$ cat src/rtl/sr_latch_driver_pkg.sv
// Shared constants for the gated SR latch driver: FSM encoding, verify timing
// and the elaboration-time cycle clamp.
package sr_latch_driver_pkg;

  localparam int unsigned STATE_W = 3;

  localparam logic [STATE_W-1:0] ST_IDLE   = 3'd0;
  localparam logic [STATE_W-1:0] ST_SETUP  = 3'd1;
  localparam logic [STATE_W-1:0] ST_PULSE  = 3'd2;
  localparam logic [STATE_W-1:0] ST_HOLD   = 3'd3;
  localparam logic [STATE_W-1:0] ST_VERIFY = 3'd4;
  localparam logic [STATE_W-1:0] ST_RESP   = 3'd5;

  // Two cycles for the readback synchronizer to settle plus one compare cycle.
  localparam int unsigned VERIFY_CYC  = 3;
  localparam int unsigned SYNC_STAGES = 2;

  function automatic int unsigned max1(input int unsigned x);
    return (x == 0) ? 1 : x;
  endfunction

endpackage

$ cat src/rtl/sr_latch_driver_if.sv
// Request/completion handshake between a command source and the latch driver.
interface sr_latch_driver_if;

  logic req_valid;
  logic req_ready;
  logic req_data;
  logic done_valid;
  logic done_ready;
  logic done_ok;

  modport master (
    output req_valid, req_data, done_ready,
    input  req_ready, done_valid, done_ok
  );

  modport slave (
    input  req_valid, req_data, done_ready,
    output req_ready, done_valid, done_ok
  );

endinterface

$ cat src/rtl/sr_drv_sync2.sv
// Two-flop synchronizer for the asynchronous latch readback lines.
module sr_drv_sync2
  import sr_latch_driver_pkg::*;
(
  input  logic clk,
  input  logic rst_n,
  input  logic d,
  output logic q
);

  logic [SYNC_STAGES-1:0] ff;

  always_ff @(posedge clk or negedge rst_n) begin
    if (!rst_n) ff <= '0;
    else        ff <= {ff[SYNC_STAGES-2:0], d};
  end

  assign q = ff[SYNC_STAGES-1];

endmodule

$ cat src/rtl/sr_latch_driver.sv
// Sequences setup / C pulse / hold on a gated NAND SR latch per write request.
// Optional readback check is compiled in with SR_LATCH_DRIVER_VERIFY_EN.
module sr_latch_driver
  import sr_latch_driver_pkg::*;
#(
  parameter int unsigned SETUP_CYC = 1,
  parameter int unsigned PULSE_CYC = 2,
  parameter int unsigned HOLD_CYC  = 1,
  parameter int unsigned CNT_W     = 4
) (
  input  logic                 clk,
  input  logic                 rst_n,
  sr_latch_driver_if.slave     bus,
  output logic                 latch_c,
  output logic                 latch_s,
  output logic                 latch_r,
  input  logic                 latch_q,
  input  logic                 latch_qbar
);

  localparam int unsigned SETUP_EFF = max1(SETUP_CYC);
  localparam int unsigned PULSE_EFF = max1(PULSE_CYC);
  localparam int unsigned HOLD_EFF  = max1(HOLD_CYC);

  localparam logic [CNT_W-1:0] SETUP_LD = CNT_W'(SETUP_EFF - 1);
  localparam logic [CNT_W-1:0] PULSE_LD = CNT_W'(PULSE_EFF - 1);
  localparam logic [CNT_W-1:0] HOLD_LD  = CNT_W'(HOLD_EFF - 1);

  logic [STATE_W-1:0] state, state_nxt;
  logic [CNT_W-1:0]   cnt, cnt_nxt;
  logic               c_nxt, s_nxt, r_nxt;
  logic               dv, dv_nxt;
  logic               ok, ok_nxt;

`ifdef SR_LATCH_DRIVER_VERIFY_EN
  localparam logic [CNT_W-1:0] VERIFY_LD = CNT_W'(VERIFY_CYC - 1);

  logic data_q, data_nxt;
  logic q_sync, qbar_sync;

  sr_drv_sync2 u_sync_q (
    .clk   (clk),
    .rst_n (rst_n),
    .d     (latch_q),
    .q     (q_sync)
  );

  sr_drv_sync2 u_sync_qbar (
    .clk   (clk),
    .rst_n (rst_n),
    .d     (latch_qbar),
    .q     (qbar_sync)
  );
`else
  // Readback lines are not consumed when the check is compiled out.
  logic unused_readback;
  assign unused_readback = latch_q ^ latch_qbar;
`endif

  // State, phase counter and all registered outputs.
  always_ff @(posedge clk or negedge rst_n) begin
    if (!rst_n) begin
      state   <= ST_IDLE;
      cnt     <= '0;
      latch_c <= 1'b0;
      latch_s <= 1'b0;
      latch_r <= 1'b0;
      dv      <= 1'b0;
      ok      <= 1'b0;
`ifdef SR_LATCH_DRIVER_VERIFY_EN
      data_q  <= 1'b0;
`endif
    end else begin
      state   <= state_nxt;
      cnt     <= cnt_nxt;
      latch_c <= c_nxt;
      latch_s <= s_nxt;
      latch_r <= r_nxt;
      dv      <= dv_nxt;
      ok      <= ok_nxt;
`ifdef SR_LATCH_DRIVER_VERIFY_EN
      data_q  <= data_nxt;
`endif
    end
  end

  // Next-state and next-output logic; S/R only move while C is low.
  always_comb begin
    state_nxt = state;
    cnt_nxt   = cnt;
    c_nxt     = latch_c;
    s_nxt     = latch_s;
    r_nxt     = latch_r;
    dv_nxt    = dv;
    ok_nxt    = ok;
`ifdef SR_LATCH_DRIVER_VERIFY_EN
    data_nxt  = data_q;
`endif

    case (state)
      ST_IDLE: begin
        if (bus.req_valid) begin
          s_nxt     = bus.req_data;
          r_nxt     = ~bus.req_data;
          c_nxt     = 1'b0;
          cnt_nxt   = SETUP_LD;
          state_nxt = ST_SETUP;
`ifdef SR_LATCH_DRIVER_VERIFY_EN
          data_nxt  = bus.req_data;
`endif
        end
      end

      ST_SETUP: begin
        if (cnt == '0) begin
          c_nxt     = 1'b1;
          cnt_nxt   = PULSE_LD;
          state_nxt = ST_PULSE;
        end else begin
          cnt_nxt = cnt - CNT_W'(1);
        end
      end

      ST_PULSE: begin
        if (cnt == '0) begin
          c_nxt     = 1'b0;
          cnt_nxt   = HOLD_LD;
          state_nxt = ST_HOLD;
        end else begin
          cnt_nxt = cnt - CNT_W'(1);
        end
      end

      ST_HOLD: begin
        if (cnt == '0) begin
          s_nxt = 1'b0;
          r_nxt = 1'b0;
`ifdef SR_LATCH_DRIVER_VERIFY_EN
          cnt_nxt   = VERIFY_LD;
          state_nxt = ST_VERIFY;
`else
          dv_nxt    = 1'b1;
          ok_nxt    = 1'b1;
          state_nxt = ST_RESP;
`endif
        end else begin
          cnt_nxt = cnt - CNT_W'(1);
        end
      end

`ifdef SR_LATCH_DRIVER_VERIFY_EN
      ST_VERIFY: begin
        if (cnt == '0) begin
          dv_nxt    = 1'b1;
          ok_nxt    = (q_sync == data_q) && (qbar_sync == ~data_q);
          state_nxt = ST_RESP;
        end else begin
          cnt_nxt = cnt - CNT_W'(1);
        end
      end
`endif

      ST_RESP: begin
        if (bus.done_ready) begin
          dv_nxt    = 1'b0;
          state_nxt = ST_IDLE;
        end
      end

      default: begin
        c_nxt     = 1'b0;
        s_nxt     = 1'b0;
        r_nxt     = 1'b0;
        dv_nxt    = 1'b0;
        state_nxt = ST_IDLE;
      end
    endcase
  end

  assign bus.req_ready  = (state == ST_IDLE);
  assign bus.done_valid = dv;
  assign bus.done_ok    = ok;

endmodule

$ cat src/flat_wrapper.sv
// flat-port wrapper written by rule: the top's interface ports become plain ports
module sr_latch_driver_flat import sr_latch_driver_pkg::*;
#(
  parameter int unsigned SETUP_CYC = 1,
  parameter int unsigned PULSE_CYC = 2,
  parameter int unsigned HOLD_CYC  = 1,
  parameter int unsigned CNT_W     = 4
)
  (clk, rst_n, latch_c, latch_s, latch_r, latch_q, latch_qbar, bus_req_valid, bus_req_data, bus_done_ready, bus_req_ready, bus_done_valid, bus_done_ok);
  sr_latch_driver_if bus_i ();
  input  logic clk;
  input  logic rst_n;
  output logic latch_c;
  output logic latch_s;
  output logic latch_r;
  input  logic latch_q;
  input  logic latch_qbar;
  input wire logic [$bits(bus_i.req_valid)-1:0] bus_req_valid;
  input wire logic [$bits(bus_i.req_data)-1:0] bus_req_data;
  input wire logic [$bits(bus_i.done_ready)-1:0] bus_done_ready;
  output wire logic [$bits(bus_i.req_ready)-1:0] bus_req_ready;
  output wire logic [$bits(bus_i.done_valid)-1:0] bus_done_valid;
  output wire logic [$bits(bus_i.done_ok)-1:0] bus_done_ok;
  assign bus_i.req_valid = bus_req_valid;
  assign bus_i.req_data = bus_req_data;
  assign bus_i.done_ready = bus_done_ready;
  assign bus_req_ready = bus_i.req_ready;
  assign bus_done_valid = bus_i.done_valid;
  assign bus_done_ok = bus_i.done_ok;
  sr_latch_driver #(.SETUP_CYC(SETUP_CYC), .PULSE_CYC(PULSE_CYC), .HOLD_CYC(HOLD_CYC), .CNT_W(CNT_W)) u_core (.clk(clk), .rst_n(rst_n), .bus(bus_i), .latch_c(latch_c), .latch_s(latch_s), .latch_r(latch_r), .latch_q(latch_q), .latch_qbar(latch_qbar));
endmodule
$ cat config.mk
export PLATFORM = sky130hd
export DESIGN_NAME = sr_latch_driver_flat
export DESIGN_NICKNAME = d
export VERILOG_FILES = /design/src/rtl/sr_latch_driver_pkg.sv /design/src/rtl/sr_latch_driver_if.sv /design/src/rtl/sr_drv_sync2.sv /design/src/rtl/sr_latch_driver.sv /design/src/flat_wrapper.sv
export SDC_FILE = /design/constraint.sdc
export NUM_CORES = 1
export LEC_CHECK = 0
export CORE_AREA = 2 2 43 45
export DETAILED_ROUTE_END_ITERATION = 10
export DIE_AREA = 0 0 45 47
export PLACE_DENSITY = 0.68
export SKIP_LAST_GASP = 1
export SLEW_MARGIN = 30
export SYNTH_ARGS = -nofsm -noshare
export SYNTH_HDL_FRONTEND = slang
export SYNTH_HIERARCHICAL = 1
export SYNTH_SLANG_ARGS = --single-unit
$ cat constraint.sdc
create_clock -name clk -period 1.5 [get_ports clk]
set_input_delay 0.3 -clock clk [delete_from_list [all_inputs] [get_ports clk]]
set_output_delay 0.3 -clock clk [all_outputs]
set_load 0.01 [all_outputs]
==> out/metrics.yaml <==
vias_per_cell: 5.20
avgSynthCellArea_sq_um: 9.58
dp_cells: 105
crit_fanout: 4
synth-seq-cells: 12
grt_pass1_wl_um: 2440
rsz0062_at_grt: "yes"
final_cells: 115
ant_nets: 0
cts_max_level: 1
vdd.ir_drop.worst_mv: 1.23
synth_top_area_frac: 0.448
p_int_uw: 1350
wl_um: 1500
reg2regPathDepth: 6
cp-end-kind: "flip-flop"
syn-cell-area_sq_um: 671
fin_util: 0.580
clockBufferDepth: 2
grtUsageTotal: 0.167
root_buffer: "clkbuf_4"
period_share: 0.988
finalClockSkew_ns: 0.00450
hold_path.class: "in2async"
synth_edf_count: 0
setup_ws_ns: 0.0183
drive_above_1_share: 0.306
diodes: 0
routedWlPerCell_um: 13.0
cts_buffers: 3
synth_top_cell_by_area: "dfrtp_1"
dieArea_sq_mm: 0.00212
synth_cells: 70
routabilityCongestion: 0.734
core_sq_mm: 0.00165
route.detailed.drc: 0
ys_top_cells_by_count: "dfrtp_1, inv_1, nor3_1"
setup_viol: 0
dr.pass1.iters: 2
drv_slew: 0
die_w_um: 45
seqPwrFrac: 0.270
synthFlopType: "dfrtp_1"
drtIter0Drc: 3
cp.required_ns: 1.66
power.density_mw_per_mm2: 2290
port_buffers: 10
power_frac_comb: 0.614
cts_tree: "done"
r2r-start: "u_core/cnt[0]$_DFFE_PN0P_"
antenna_found_initial: 0
pwr-share-clk: 0.116
synth_area_leaders: "dfrtp_1, nor3_1, ha_1"
switchingPower_uw: 849
period_needed_ns: 1.48
die_h_um: 47
tightest_slew_ns: 0.249
area_growth_pct: 42.7
fp-row-count: 15
maxCapViolCount: 0
place_worst_setup_slack_ns: -0.0615
io_pins: 13
arrival_ns: 1.64
fillerInstances: 147
p_sw_frac: 0.387
slew_headroom: 0.833
start_util: 0.406
synth_nets: 79
start_kind: "flip-flop"
hpwl_um: 1050
fmax_mhz: 675
power_uw: 2200
path_class: "reg2reg"
grt_pass1_vias: 567
async_flop_share: 1.00
synth_most_common_cell: "dfrtp_1"
startpoint: "u_core/cnt[0]$_DFFE_PN0P_"
hold_buffers: 0
ys_types: 27
grt_max_degree: 14
finalHoldViolations: 0
vias: 598
run_status: "finished clean"
finish.net_count: 108
clk-insertion-delay-late_ns: 0.27
cts.sinks: 12
clkTransAtPathRegs_ns: 0.08
synth-seq-area-share: 0.448
synth.yosys.warnings: 6
leakage_uw: 0.000457
gr-total-overflow: 0
==> layer usage <==
layer	GRT usage	vias to the layer above	part of all wire
met5	0	-	0
met4	0.0882	0	0.010
met3	0.0346	2	0.027
met2	0.291	9	0.50
met1	0.192	285	0.46
li1	-	302	-
==> critical path, cell delays in order (launching register included) <==
cell     delay [ns]
dfrtp_1        0.40
inv_2          0.09
ha_4           0.13
nor3b_4        0.23
nand3_2        0.12
o21ai_2        0.09
mux2_4         0.32
==> worst paths after layout <==
check,to,slack [ns]
max,u_core/latch_r$_DFFE_PN0P_,0.02
min,u_core/cnt[1]$_DFFE_PN0P_,0.32
max reg2reg,u_core/latch_r$_DFFE_PN0P_,0.02
min reg2reg,u_core/bus.done_ok$_DFFE_PN0P_,0.51
max in group asynchronous,u_core/bus.done_valid$_DFFE_PN0P_,1.02
min in group clk,u_core/bus.done_ok$_DFFE_PN0P_,0.51
==> final cells by class <==
class	count	area, sq um	share of cell area
inverter	6	22.5	0.0235
multi-input combinational	49	350	0.366
timing repair buffer	27	226	0.237
clock buffer	4	36.3	0.0379
tap	17	21.3	0.0222
sequential	12	300	0.314
==> cell families after synthesis <==
group           Yosys count  synth area share
mux                       3            0.0466
simple gates             23             0.203
flops                    12             0.448
fa+ha+maj                 2            0.0373
buf+inv                   9            0.0616
xor+xnor                  2            0.0261
compound gates           19             0.177
==> layout by cell type (no fill, tap or decap), drive strengths merged <==
| cell | n |
|---|---|
| a21o | 3 |
| a21oi | 4 |
| a22oi | 2 |
| a31oi | 2 |
| and2b | 1 |
| buf | 17 |
| clkbuf | 5 |
| clkdlybuf4s50 | 6 |
| dfrtp | 12 |
| dlygate4sd2 | 1 |
| dlymetal6s2s | 2 |
| ha | 2 |
| inv | 6 |
| mux2 | 1 |
| mux2i | 2 |
| nand2 | 5 |
| nand2b | 1 |
| nand3 | 1 |
| nand3b | 1 |
| nor2 | 4 |
| nor3 | 6 |
| nor3b | 2 |
| nor4 | 1 |
| o21a | 1 |
| o21ai | 6 |
| o21bai | 1 |
| or3b | 1 |
| xnor2 | 2 |
==> what timing repair did <==
item                                    CTS  global route
setup buffers                             4             2
pin swaps                                 1             2
hold endpoints to repair                  0             0
resized for setup                         8             4
endpoints found under the setup margin    5             8
gates cloned                              0             0
==> stage by stage <==
step / hold WS, ns / instance area (sq um) / TNS [ns]
floorplan: 0.00441 / 671 / -0.0692
global placement: 0.466 / 856 / -0.0538
detailed placement: 0.461 / 856 / -0.100
CTS: 0.315 / 941 / -0.0105
global route: 0.349 / 957 / -0.179
finish: 0.321 / 957 / 0
==> power groups by stage <==
stage | sequential, uW | clock [uW] | combinational, uW
after global routing | 611 | 279 | 1490
after floorplan | 611 | 0 | 720
final | 592 | 254 | 1350
after global placement | 585 | 0 | 1190
after detailed placement | 593 | 0 | 1220
after CTS | 592 | 263 | 1320
==> sequential cells by signal, summed over array words and instances (netlist names) <==
| name | flops |
|---|---|
| u_core/bus.done_ok | 1 |
| u_core/bus.done_valid | 1 |
| u_core/cnt | 4 |
| u_core/latch_c | 1 |
| u_core/latch_r | 1 |
| u_core/latch_s | 1 |
| u_core/state | 3 |
(Power assumes the default switching activity.)
